## src/rtl/mem_arbiter_if.sv

```systemverilog
// Bundle of request, response and RAM-side signals for the shared-RAM arbiter.
// The slave modport is the arbiter's view. The master modport is the view of
// the environment around it: the fetch/data requesters and the RAM itself.
interface mem_arbiter_if #(
  parameter int DATA_WIDTH = 16,
  parameter int ADDR_WIDTH = 9
);

  // fetch port (read-only)
  logic                  if_req;
  logic [ADDR_WIDTH-1:0] if_addr;
  logic                  if_gnt;
  logic                  if_rvalid;
  logic [DATA_WIDTH-1:0] if_rdata;

  // data port (read/write)
  logic                  dm_req;
  logic                  dm_we;
  logic [ADDR_WIDTH-1:0] dm_addr;
  logic [DATA_WIDTH-1:0] dm_wdata;
  logic                  dm_gnt;
  logic                  dm_rvalid;
  logic [DATA_WIDTH-1:0] dm_rdata;

  // single-port synchronous RAM
  logic [ADDR_WIDTH-1:0] mem_addr;
  logic [DATA_WIDTH-1:0] mem_data;
  logic                  mem_we;
  logic [DATA_WIDTH-1:0] mem_q;

  modport slave (
    input  if_req, if_addr,
    input  dm_req, dm_we, dm_addr, dm_wdata,
    input  mem_q,
    output if_gnt, if_rvalid, if_rdata,
    output dm_gnt, dm_rvalid, dm_rdata,
    output mem_addr, mem_data, mem_we
  );

  modport master (
    output if_req, if_addr,
    output dm_req, dm_we, dm_addr, dm_wdata,
    output mem_q,
    input  if_gnt, if_rvalid, if_rdata,
    input  dm_gnt, dm_rvalid, dm_rdata,
    input  mem_addr, mem_data, mem_we
  );

endinterface

```

## src/rtl/mem_arbiter.sv

```systemverilog
// Round-robin arbiter sharing one single-port synchronous RAM between a
// read-only fetch port and a read/write data port.
//
// Grants are combinational in the request cycle, so the RAM captures the
// access at the next rising edge. A read returns exactly one cycle later.
// Ungranted requests are never stored: the requester holds its request until
// it is granted. A 2-bit tag (valid, owner) records which port owns the read
// whose data appears on mem_q in the following cycle.
module mem_arbiter #(
  parameter int DATA_WIDTH = 16,
  parameter int ADDR_WIDTH = 9
) (
  input logic          clk,
  input logic          rst_n,
  mem_arbiter_if.slave bus
);

  typedef enum logic {
    PORT_IF = 1'b0,
    PORT_DM = 1'b1
  } port_e;

  // Port that won most recently. Reset to PORT_DM so that fetch wins the
  // first contest after reset.
  port_e last_grant_q, last_grant_d;

  // Outstanding-read tag. It is only ever one read deep, because each read
  // completes in the cycle directly after its grant.
  logic  tag_valid_q, tag_valid_d;
  port_e tag_owner_q, tag_owner_d;

  logic                  if_gnt;
  logic                  dm_gnt;
  logic [ADDR_WIDTH-1:0] addr_sel;
  logic [DATA_WIDTH-1:0] rdata;

  // Grant selection: a lone requester wins; on contention the port not granted
  // last wins. Nothing is granted while reset is asserted.
  always_comb begin
    if_gnt = 1'b0;
    dm_gnt = 1'b0;
    if (rst_n) begin
      if (bus.if_req && bus.dm_req) begin
        if (last_grant_q == PORT_DM) begin
          if_gnt = 1'b1;
        end else begin
          dm_gnt = 1'b1;
        end
      end else begin
        if_gnt = bus.if_req;
        dm_gnt = bus.dm_req;
      end
    end
  end

  // Next-state values for the round-robin pointer and the read tag.
  always_comb begin
    last_grant_d = last_grant_q;
    if (if_gnt) begin
      last_grant_d = PORT_IF;
    end else if (dm_gnt) begin
      last_grant_d = PORT_DM;
    end
    tag_valid_d = if_gnt | (dm_gnt & ~bus.dm_we);
    tag_owner_d = dm_gnt ? PORT_DM : PORT_IF;
  end

  // State registers. An asynchronous reset drops any read still in flight.
  always_ff @(posedge clk or negedge rst_n) begin
    if (!rst_n) begin
      last_grant_q <= PORT_DM;
      tag_valid_q  <= 1'b0;
      tag_owner_q  <= PORT_IF;
    end else begin
      last_grant_q <= last_grant_d;
      tag_valid_q  <= tag_valid_d;
      tag_owner_q  <= tag_owner_d;
    end
  end

  // RAM request path. When nothing is granted, the address defaults to fetch.
  assign addr_sel     = dm_gnt ? bus.dm_addr : bus.if_addr;
  assign bus.mem_addr = addr_sel;
  assign bus.mem_data = bus.dm_wdata;
  assign bus.mem_we   = dm_gnt & bus.dm_we;

  assign bus.if_gnt   = if_gnt;
  assign bus.dm_gnt   = dm_gnt;

  // Read return path. Both ports always see the RAM output; rvalid marks the owner.
  assign rdata         = bus.mem_q;
  assign bus.if_rdata  = rdata;
  assign bus.dm_rdata  = rdata;
  assign bus.if_rvalid = tag_valid_q && (tag_owner_q == PORT_IF);
  assign bus.dm_rvalid = tag_valid_q && (tag_owner_q == PORT_DM);

  // Structural invariants of the arbiter.
  a_gnt_onehot : assert property (@(posedge clk) !(bus.if_gnt && bus.dm_gnt));
  a_rvalid_excl : assert property (@(posedge clk) !(bus.if_rvalid && bus.dm_rvalid));

endmodule

```

## src/flat_wrapper.sv

```systemverilog
// flat-port wrapper written by rule: the top's interface ports become plain ports
module mem_arbiter_flat 
#(
  parameter int DATA_WIDTH = 16,
  parameter int ADDR_WIDTH = 9
)
  (clk, rst_n, bus_if_req, bus_if_addr, bus_dm_req, bus_dm_we, bus_dm_addr, bus_dm_wdata, bus_mem_q, bus_if_gnt, bus_if_rvalid, bus_if_rdata, bus_dm_gnt, bus_dm_rvalid, bus_dm_rdata, bus_mem_addr, bus_mem_data, bus_mem_we);
  mem_arbiter_if #(.DATA_WIDTH(DATA_WIDTH), .ADDR_WIDTH(ADDR_WIDTH)) bus_i ();
  input logic clk;
  input logic rst_n;
  input wire logic [$bits(bus_i.if_req)-1:0] bus_if_req;
  input wire logic [$bits(bus_i.if_addr)-1:0] bus_if_addr;
  input wire logic [$bits(bus_i.dm_req)-1:0] bus_dm_req;
  input wire logic [$bits(bus_i.dm_we)-1:0] bus_dm_we;
  input wire logic [$bits(bus_i.dm_addr)-1:0] bus_dm_addr;
  input wire logic [$bits(bus_i.dm_wdata)-1:0] bus_dm_wdata;
  input wire logic [$bits(bus_i.mem_q)-1:0] bus_mem_q;
  output wire logic [$bits(bus_i.if_gnt)-1:0] bus_if_gnt;
  output wire logic [$bits(bus_i.if_rvalid)-1:0] bus_if_rvalid;
  output wire logic [$bits(bus_i.if_rdata)-1:0] bus_if_rdata;
  output wire logic [$bits(bus_i.dm_gnt)-1:0] bus_dm_gnt;
  output wire logic [$bits(bus_i.dm_rvalid)-1:0] bus_dm_rvalid;
  output wire logic [$bits(bus_i.dm_rdata)-1:0] bus_dm_rdata;
  output wire logic [$bits(bus_i.mem_addr)-1:0] bus_mem_addr;
  output wire logic [$bits(bus_i.mem_data)-1:0] bus_mem_data;
  output wire logic [$bits(bus_i.mem_we)-1:0] bus_mem_we;
  assign bus_i.if_req = bus_if_req;
  assign bus_i.if_addr = bus_if_addr;
  assign bus_i.dm_req = bus_dm_req;
  assign bus_i.dm_we = bus_dm_we;
  assign bus_i.dm_addr = bus_dm_addr;
  assign bus_i.dm_wdata = bus_dm_wdata;
  assign bus_i.mem_q = bus_mem_q;
  assign bus_if_gnt = bus_i.if_gnt;
  assign bus_if_rvalid = bus_i.if_rvalid;
  assign bus_if_rdata = bus_i.if_rdata;
  assign bus_dm_gnt = bus_i.dm_gnt;
  assign bus_dm_rvalid = bus_i.dm_rvalid;
  assign bus_dm_rdata = bus_i.dm_rdata;
  assign bus_mem_addr = bus_i.mem_addr;
  assign bus_mem_data = bus_i.mem_data;
  assign bus_mem_we = bus_i.mem_we;
  mem_arbiter #(.DATA_WIDTH(DATA_WIDTH), .ADDR_WIDTH(ADDR_WIDTH)) u_core (.clk(clk), .rst_n(rst_n), .bus(bus_i));
endmodule
```

## config.mk

```make
export PLATFORM = sky130hd
export DESIGN_NAME = mem_arbiter_flat
export DESIGN_NICKNAME = d
export VERILOG_FILES = /design/src/rtl/mem_arbiter_if.sv /design/src/rtl/mem_arbiter.sv /design/src/flat_wrapper.sv
export SDC_FILE = /design/constraint.sdc
export NUM_CORES = 1
export LEC_CHECK = 0
export ABC_AREA = 1
export CAP_MARGIN = 40
export CORE_AREA = 8 8 45 47
export DETAILED_ROUTE_END_ITERATION = 7
export DIE_AREA = 0 0 53 55
export DONT_BUFFER_PORTS = 1
export GPL_ROUTABILITY_DRIVEN = 0
export PLACE_DENSITY = 0.71
export RECOVER_POWER = 50
export SYNTH_ARGS = -nofsm -noshare
export SYNTH_HDL_FRONTEND = slang
export SYNTH_SLANG_ARGS = --single-unit
export TNS_END_PERCENT = 20
```

## constraint.sdc

```tcl
create_clock -name clk -period 1.4 [get_ports clk]
set_input_delay 0.14 -clock clk [delete_from_list [all_inputs] [get_ports clk]]
set_output_delay 0.14 -clock clk [all_outputs]
set_load 0.005 [all_outputs]
```

==> reports/summary.txt, run 1 <==
status -> finished, final reports clean
Final HPWL DP -> 1099 µm
Yosys warnings -> 0
post-route ant nets -> 0
Rel. slew slack -> 88.13%
sequential fraction of the synthesis area -> 11.32%
share of cells above drive strength 1 -> 17.24%
total of max-cap violations -> 0
Synth Instances -> 103
FF-to-FF setup slack -> 0.43 ns
prevailing post-synth register cell -> dfrtp_1
global-route wire length before repair -> 1725 µm
Post-Synth XOR/XNOR Area -> 0%
DRT iter0 DRCs -> 11
core area -> 1384 µm²
CTS tree -> done
Clock power frac -> 44.7%
Max FO, Critical Path -> 12
Syn Nets -> 158
Least-Margin Pin Slew -> 0.1778 ns
wire length on met1 -> 310 µm
GRT overflow -> 0
die height -> 55 µm
VDD IR max -> 0.3032 mV
# DRC -> 0
largest family of logic cells by synthesized area -> buffers and inverters
end-of-flow core utilization -> 26.13%
FF-to-FF Start -> u_core.last_grant_q$_DFFE_PN1P_
net switching power -> 0.1167 mW
vias in the first global route -> 368
Hold Path Stages -> 4
input/output buffers -> 0
compound-gate portion of the synthesized area -> 0%
worst-skew pair later-pin latency -> 0.24 ns
Worst setup EP type -> primary output
worst r2r path cells -> 3
most area-consuming cells after synthesis -> buf_4 (55%), nand2_1 (14%), dfrtp_1 (7.4%)
GR Util All Layers -> 8.584%
P&R area growth vs syn -> -46.38%
Final min period -> 1.282 ns
Power Density -> 970.0 nW/µm²
Initial Utilization -> 48.73%
Num CTS Buffers -> 3
Final Cycle Share -> 91.55%
clock buffer depth -> 2
cell taking the most area after synthesis -> buf_4
FF+latch count, synth -> 3
DR top layer -> met4
via/cell ratio -> 5.243
Comb power frac -> 25.2%
reg2reg end -> u_core.tag_owner_q$_DFF_PN0_
vias post-DR -> 388
startpoint types -> register
Synth cell types -> 11
# clock sinks -> 3
commonest cells in the synthesized netlist -> buf_4 (49), nand2_1 (25), nand3_1 (10)
max-slew violations -> 0
Horiz. Die Dim -> 53 µm
most common cell in the synthesized netlist -> buf_4
nets -> 114
post-synthesis mux area share -> 0%
Peak Freq -> 0.7802 GHz
Mapped Area -> 674.4 µm²
Syn Area/Cell -> 6.548 µm²
Routed WL -> 1395 µm
DIE AREA -> 2915 µm²
Post-Synth Simple-Gate Area -> 25.60%
num ports -> 117
met3 WL post-DR -> 182 µm
root buffer cell -> clkbuf_4
Hold/Removal Path Class -> input pin to register
async set-reset flop share out of synthesis -> 100.0%
Clock transition at path regs -> 0.04 ns
Clock Skews -> 0.004199 ns
Final Hold Fails -> 0
EDFF count, synth -> 0
kind of critical path -> register to primary output
hold endpoint -> u_core.last_grant_q$_DFFE_PN1P_
post-synthesis adder-cell area fraction -> 0%
initial antenna violation count -> 0
Pre-antenna DRT Iters -> 4
cell-internal power -> 0.2340 mW
switching share of power -> 33.28%
largest net degree at the start of global routing -> 12
hold path start -> rst_n
sequential power share -> 30.1%
Met2 Wirelength -> 763 µm
H-Tree Level Count -> 1
P_leak -> 0.2380 nW
CP required -> 1.26 ns
top-area cell type share of the netlist area -> 54.55%
# Post-CTS Setup Buffers -> 0
crit path DAT -> 1.14 ns
setup TNS -> 0 ns
n_diodes -> 0
Cell Rows -> 14
RSZ-0062 raised after global routing -> no
final setup fails -> 0
routed length per instance -> 18.85 µm
## kinds of logic after synthesis
kind of cell / after synthesis
buf+inv: 60
flops: 3
simple gates: 40
## per-layer routing
layer	global-route usage (%)	vias up
met3	4.011	22
li1	-	171
met4	15.52	0
met2	13.48	31
met5	0	-
met1	5.632	164
## flip-flops by register name, summed over array words and instances, names as in the netlist
name and cells:
u_core.tag_owner_q 1, u_core.tag_valid_q 1, u_core.last_grant_q 1
## area by class of cell
cell class / count / area (µm²)
flip-flops and latches: 3 / 76.32
clock buffers: 4 / 26.28
fillers: 164 / 1022
multi-input cells: 41 / 193.9
repair buffers: 1 / 10.01
inverters: 9 / 35.03
well taps: 16 / 20.02
## per-stage QoR
| stage | total power, mW | setup WS [ns] | cells | instance area (µm²) | hold WS (ns) |
|---|---|---|---|---|---|
| floorplan | 0.2902 | 0.4050 | 103 | 674.4 | -0.1556 |
| global placement | 0.1805 | 0.2482 | 68 | 304.0 | -0.1555 |
| detailed placement | 0.1823 | 0.2320 | 68 | 304.0 | -0.1555 |
| CTS | 0.3442 | 0.02618 | 73 | 345.3 | 0.09270 |
| global route | 0.3762 | 0.02177 | 74 | 361.6 | 0.09691 |
| finish | 0.3507 | 0.1182 | 74 | 361.6 | 0.09251 |
## cell usage in the layout, fill, tap and decap left out
cell type and instances:
nand2_1 25, nand2_2 1, dfstp_2 1, nor2_1 1, nand2_4 3, dlygate4sd3_1 1, clkbuf_1 1, clkinv_2 1
inv_1 8, nand3_1 10, dfrtp_1 2, nor2_2 1, clkbuf_4 3
## timing repair
item,CTS,global route
hold buffers,1,0
setup endpoints to repair,9,9
gates resized for setup,1,2
pin swaps,0,1
hold endpoints to repair,3,0
gates cloned,0,1
## worst max-delay path, stage by stage, from the launching register on
cell and delay, ns:
dfstp_2 0.54, nand2_4 0.11, nand2_4 0.11, nand2_1 0.06, nand2_1 0.08
## power by group through the flow
| stage | sequential, mW | clock, mW | combinational (mW) |
|---|---|---|---|
| 2_1_floorplan | 0.104 | 0 | 0.186 |
| 3_3_place_gp | 0.105 | 0 | 0.0759 |
| 3_5_place_dp | 0.105 | 0 | 0.0773 |
| 4_1_cts | 0.104 | 0.157 | 0.0833 |
| 5_1_grt | 0.107 | 0.167 | 0.103 |
| 6_report | 0.106 | 0.157 | 0.0885 |
## worst max path at each step
stage	from	endpoint	cells after the start
floorplan	u_core.last_grant_q$_DFFE_PN1P_	bus_mem_addr[0]	5
detailed placement	u_core.last_grant_q$_DFFE_PN1P_	bus_mem_addr[3]	4
global route	u_core.last_grant_q$_DFFE_PN1P_	bus_mem_addr[8]	4
CTS	u_core.last_grant_q$_DFFE_PN1P_	bus_mem_addr[3]	4
finish	u_core.last_grant_q$_DFFE_PN1P_	bus_mem_addr[6]	4
global placement	u_core.last_grant_q$_DFFE_PN1P_	bus_mem_addr[3]	4
No activity file was read; power rests on OpenSTA's default activity.
==> run 2: changes to the inputs <==
Settings changed: CORE_AREA 8 8 45 47 to 8 8 47 49, DIE_AREA 0 0 53 55 to 0 0 55 57, PLACE_DENSITY 0.71 to 0.65, SKIP_LAST_GASP from default to 1.
==> reports/summary.txt, run 2 (synthesized netlist as in run 1, its figures left out) <==
status -> finished, final reports clean
global-route wire length before repair -> 2283 µm (+32%)
# clock sinks -> 3 (unchanged)
final setup fails -> 0 (unchanged)
crit path DAT -> 1.16 ns (+0.02 ns)
FF+latch area -> 76.32 µm² (unchanged)
Pre-antenna DRT Iters -> 4 (unchanged)
Final HPWL DP -> 1259 µm (+15%)
n_diodes -> 0 (unchanged)
commonest non-fill, non-tap cell in the layout -> nand2_1
Hold WS -> 0.1013 ns (+0.008742 ns)
Worst setup EP type -> primary output
Hold/Removal Path Class -> input pin to register
setup TNS -> 0 ns (unchanged)
P&R area growth vs syn -> -46.94%
Clock power frac -> 43.4% (-1.3 points)
Initial Utilization -> 42.78% (-6.0 points)
cells along the critical path -> nand2_2, buf_6, nand3_1, nand2_1
GR Util All Layers -> 10.08% (+1.5 points)
cell-internal power -> 0.2359 mW (+0.80%)
Peak Freq -> 0.7670 GHz (-1.7%)
fillers -> 188 (+15%)
H-Tree Level Count -> 1 (unchanged)
routed length per instance -> 20.63 µm (+9.4%)
max-slew violations -> 0 (unchanged)
Horiz. Die Dim -> 55 µm (+3.8%)
DIE AREA -> 3135 µm² (+7.5%)
Num CTS Buffers -> 3 (unchanged)
Final Cycle Share -> 93.13% (+1.6 points)
largest net degree at the start of global routing -> 12 (unchanged)
Max FO, Critical Path -> 10 (-2)
biggest regs -> u_core.last_grant_q x1, u_core.tag_owner_q x1, u_core.tag_valid_q x1
slowest cell delay on critical path -> 0.53 ns (about the same)
VDD IR max -> 0.3761 mV (+24%)
initial antenna violation count -> 0 (unchanged)
nets -> 114 (unchanged)
root buffer cell -> clkbuf_4
via/cell ratio -> 5.293 (+0.96%)
Power Density -> 969.3 nW/µm² (about the same)
switching share of power -> 31.99% (-1.3 points)
CTS tree -> done
total of max-cap violations -> 0 (unchanged)
net switching power -> 0.1110 mW (-4.9%)
P_leak -> 0.2339 nW (-1.7%)
worst-skew pair later-pin latency -> 0.23 ns (about the same)
input/output buffers -> 0 (unchanged)
Rel. slew slack -> 87.64% (-0.49 points)
startpoint types -> register
vias post-DR -> 397 (+2.3%)
multi-input logic area -> 177.7 µm² (-8.4%)
Final Hold Fails -> 0 (unchanged)
Routed WL -> 1547 µm (+11%)
Pwr Total -> 0.3469 mW (-1.1%)
core area -> 1577 µm² (+14%)
num ports -> 117 (unchanged)
end-of-flow core utilization -> 22.70% (-3.4 points)
vias in the first global route -> 465 (+26%)
Comb power frac -> 26.5% (+1.3 points)
Final min period -> 1.304 ns (+0.02208 ns)
Clock transition at path regs -> 0.03 ns (about the same)
post-route ant nets -> 0 (unchanged)
Cell Rows -> 15 (+1)
DRT iter0 DRCs -> 12 (+1)
CP required -> 1.26 ns (about the same)
slowest CP cell -> dfstp_2
Clock Skews -> 0.003019 ns (-0.001180 ns)
clock buffer depth -> 2 (unchanged)
Least-Margin Pin Slew -> 0.1851 ns (+0.007288 ns)
GRT overflow -> 0 (unchanged)
RSZ-0062 raised after global routing -> no
die height -> 57 µm (+3.6%)
kind of critical path -> register to primary output
share of cells above drive strength 1 -> 17.24% (unchanged)
sequential power share -> 30.1% (about the same)
# DRC -> 0 (unchanged)
commonest cells after routing, fill and taps aside -> nand2_1 (25), nand3_1 (10), inv_1 (8)
==> run 2: cell count changes in the layout (fill, tap and decap cells not counted) <==
cell,previous run,this run
nand2_2,1,2
nand2_4,3,1
buf_6,0,1
==> run 2: power by group through the flow <==
| stage | clock network, mW | logic [mW] | registers [mW] |
|---|---|---|---|
| after global routing | 0.168 | 0.107 | 0.105 |
| final | 0.150 | 0.0921 | 0.104 |
| after global placement | 0 | 0.0854 | 0.104 |
| after floorplan | 0 | 0.186 | 0.104 |
| after CTS | 0.156 | 0.0920 | 0.104 |
| after detailed placement | 0 | 0.0883 | 0.105 |
==> run 2: routing by layer <==
| metal | track usage, % | vias up | part of all wire, % |
|---|---|---|---|
| met5 | 0 | - | 0 |
| met3 | 6.753 | 25 | 21 |
| li1 | - | 170 | - |
| met1 | 6.557 | 156 | 26 |
| met2 | 15.72 | 46 | 46 |
| met4 | 12.37 | 0 | 7.1 |
==> run 2: cell type report <==
cell class                      instances  area share, %
Multi-Input combinational cell         40          49.65
Tap cell                               17          5.944
Sequential cell                         3          21.33
Clock buffer                            4          7.343
Timing Repair Buffer                    2          5.944
Inverter                                9          9.790
==> run 2: critical path: cells and delay by family, from the launching register on <==
kind,cells,cell delay [ns]
buffers and inverters,1,0.15
AND/OR/NAND/NOR,3,0.25
flip-flops,1,0.53
==> run 2: what timing repair did <==
| action | 4_1_cts | 5_1_grt |
|---|---|---|
| endpoints found under the hold margin | 3 | 0 |
| hold buffers | 1 | 0 |
| buffers inserted | 0 | 0 |
| gates resized for setup | 0 | 2 |
| endpoints found under the setup margin | 0 | 7 |
==> run 2: metrics by stage <==
step                      cells  setup slack (ns)  instance area, µm²
after global routing         75           0.02605               357.8
final                        75           0.09615               357.8
after global placement       70            0.3279               312.8
after CTS                    75           0.01974               349.1
after floorplan             103            0.4050               674.4
after detailed placement     70            0.2683               312.8
==> run 2: worst paths after layout <==
check,start,end,slack [ns],cells after the start
max in group asynchronous,rst_n,u_core.last_grant_q$_DFFE_PN1P_,1.02,1
worst min-delay path,rst_n,u_core.last_grant_q$_DFFE_PN1P_,0.10,4
worst max-delay path,u_core.last_grant_q$_DFFE_PN1P_,bus_mem_addr[4],0.1,4
worst min register to register,u_core.last_grant_q$_DFFE_PN1P_,u_core.last_grant_q$_DFFE_PN1P_,0.57,4
worst max register to register,u_core.last_grant_q$_DFFE_PN1P_,u_core.tag_valid_q$_DFF_PN0_,0.39,4
min in group asynchronous,rst_n,u_core.tag_owner_q$_DFF_PN0_,0.16,1
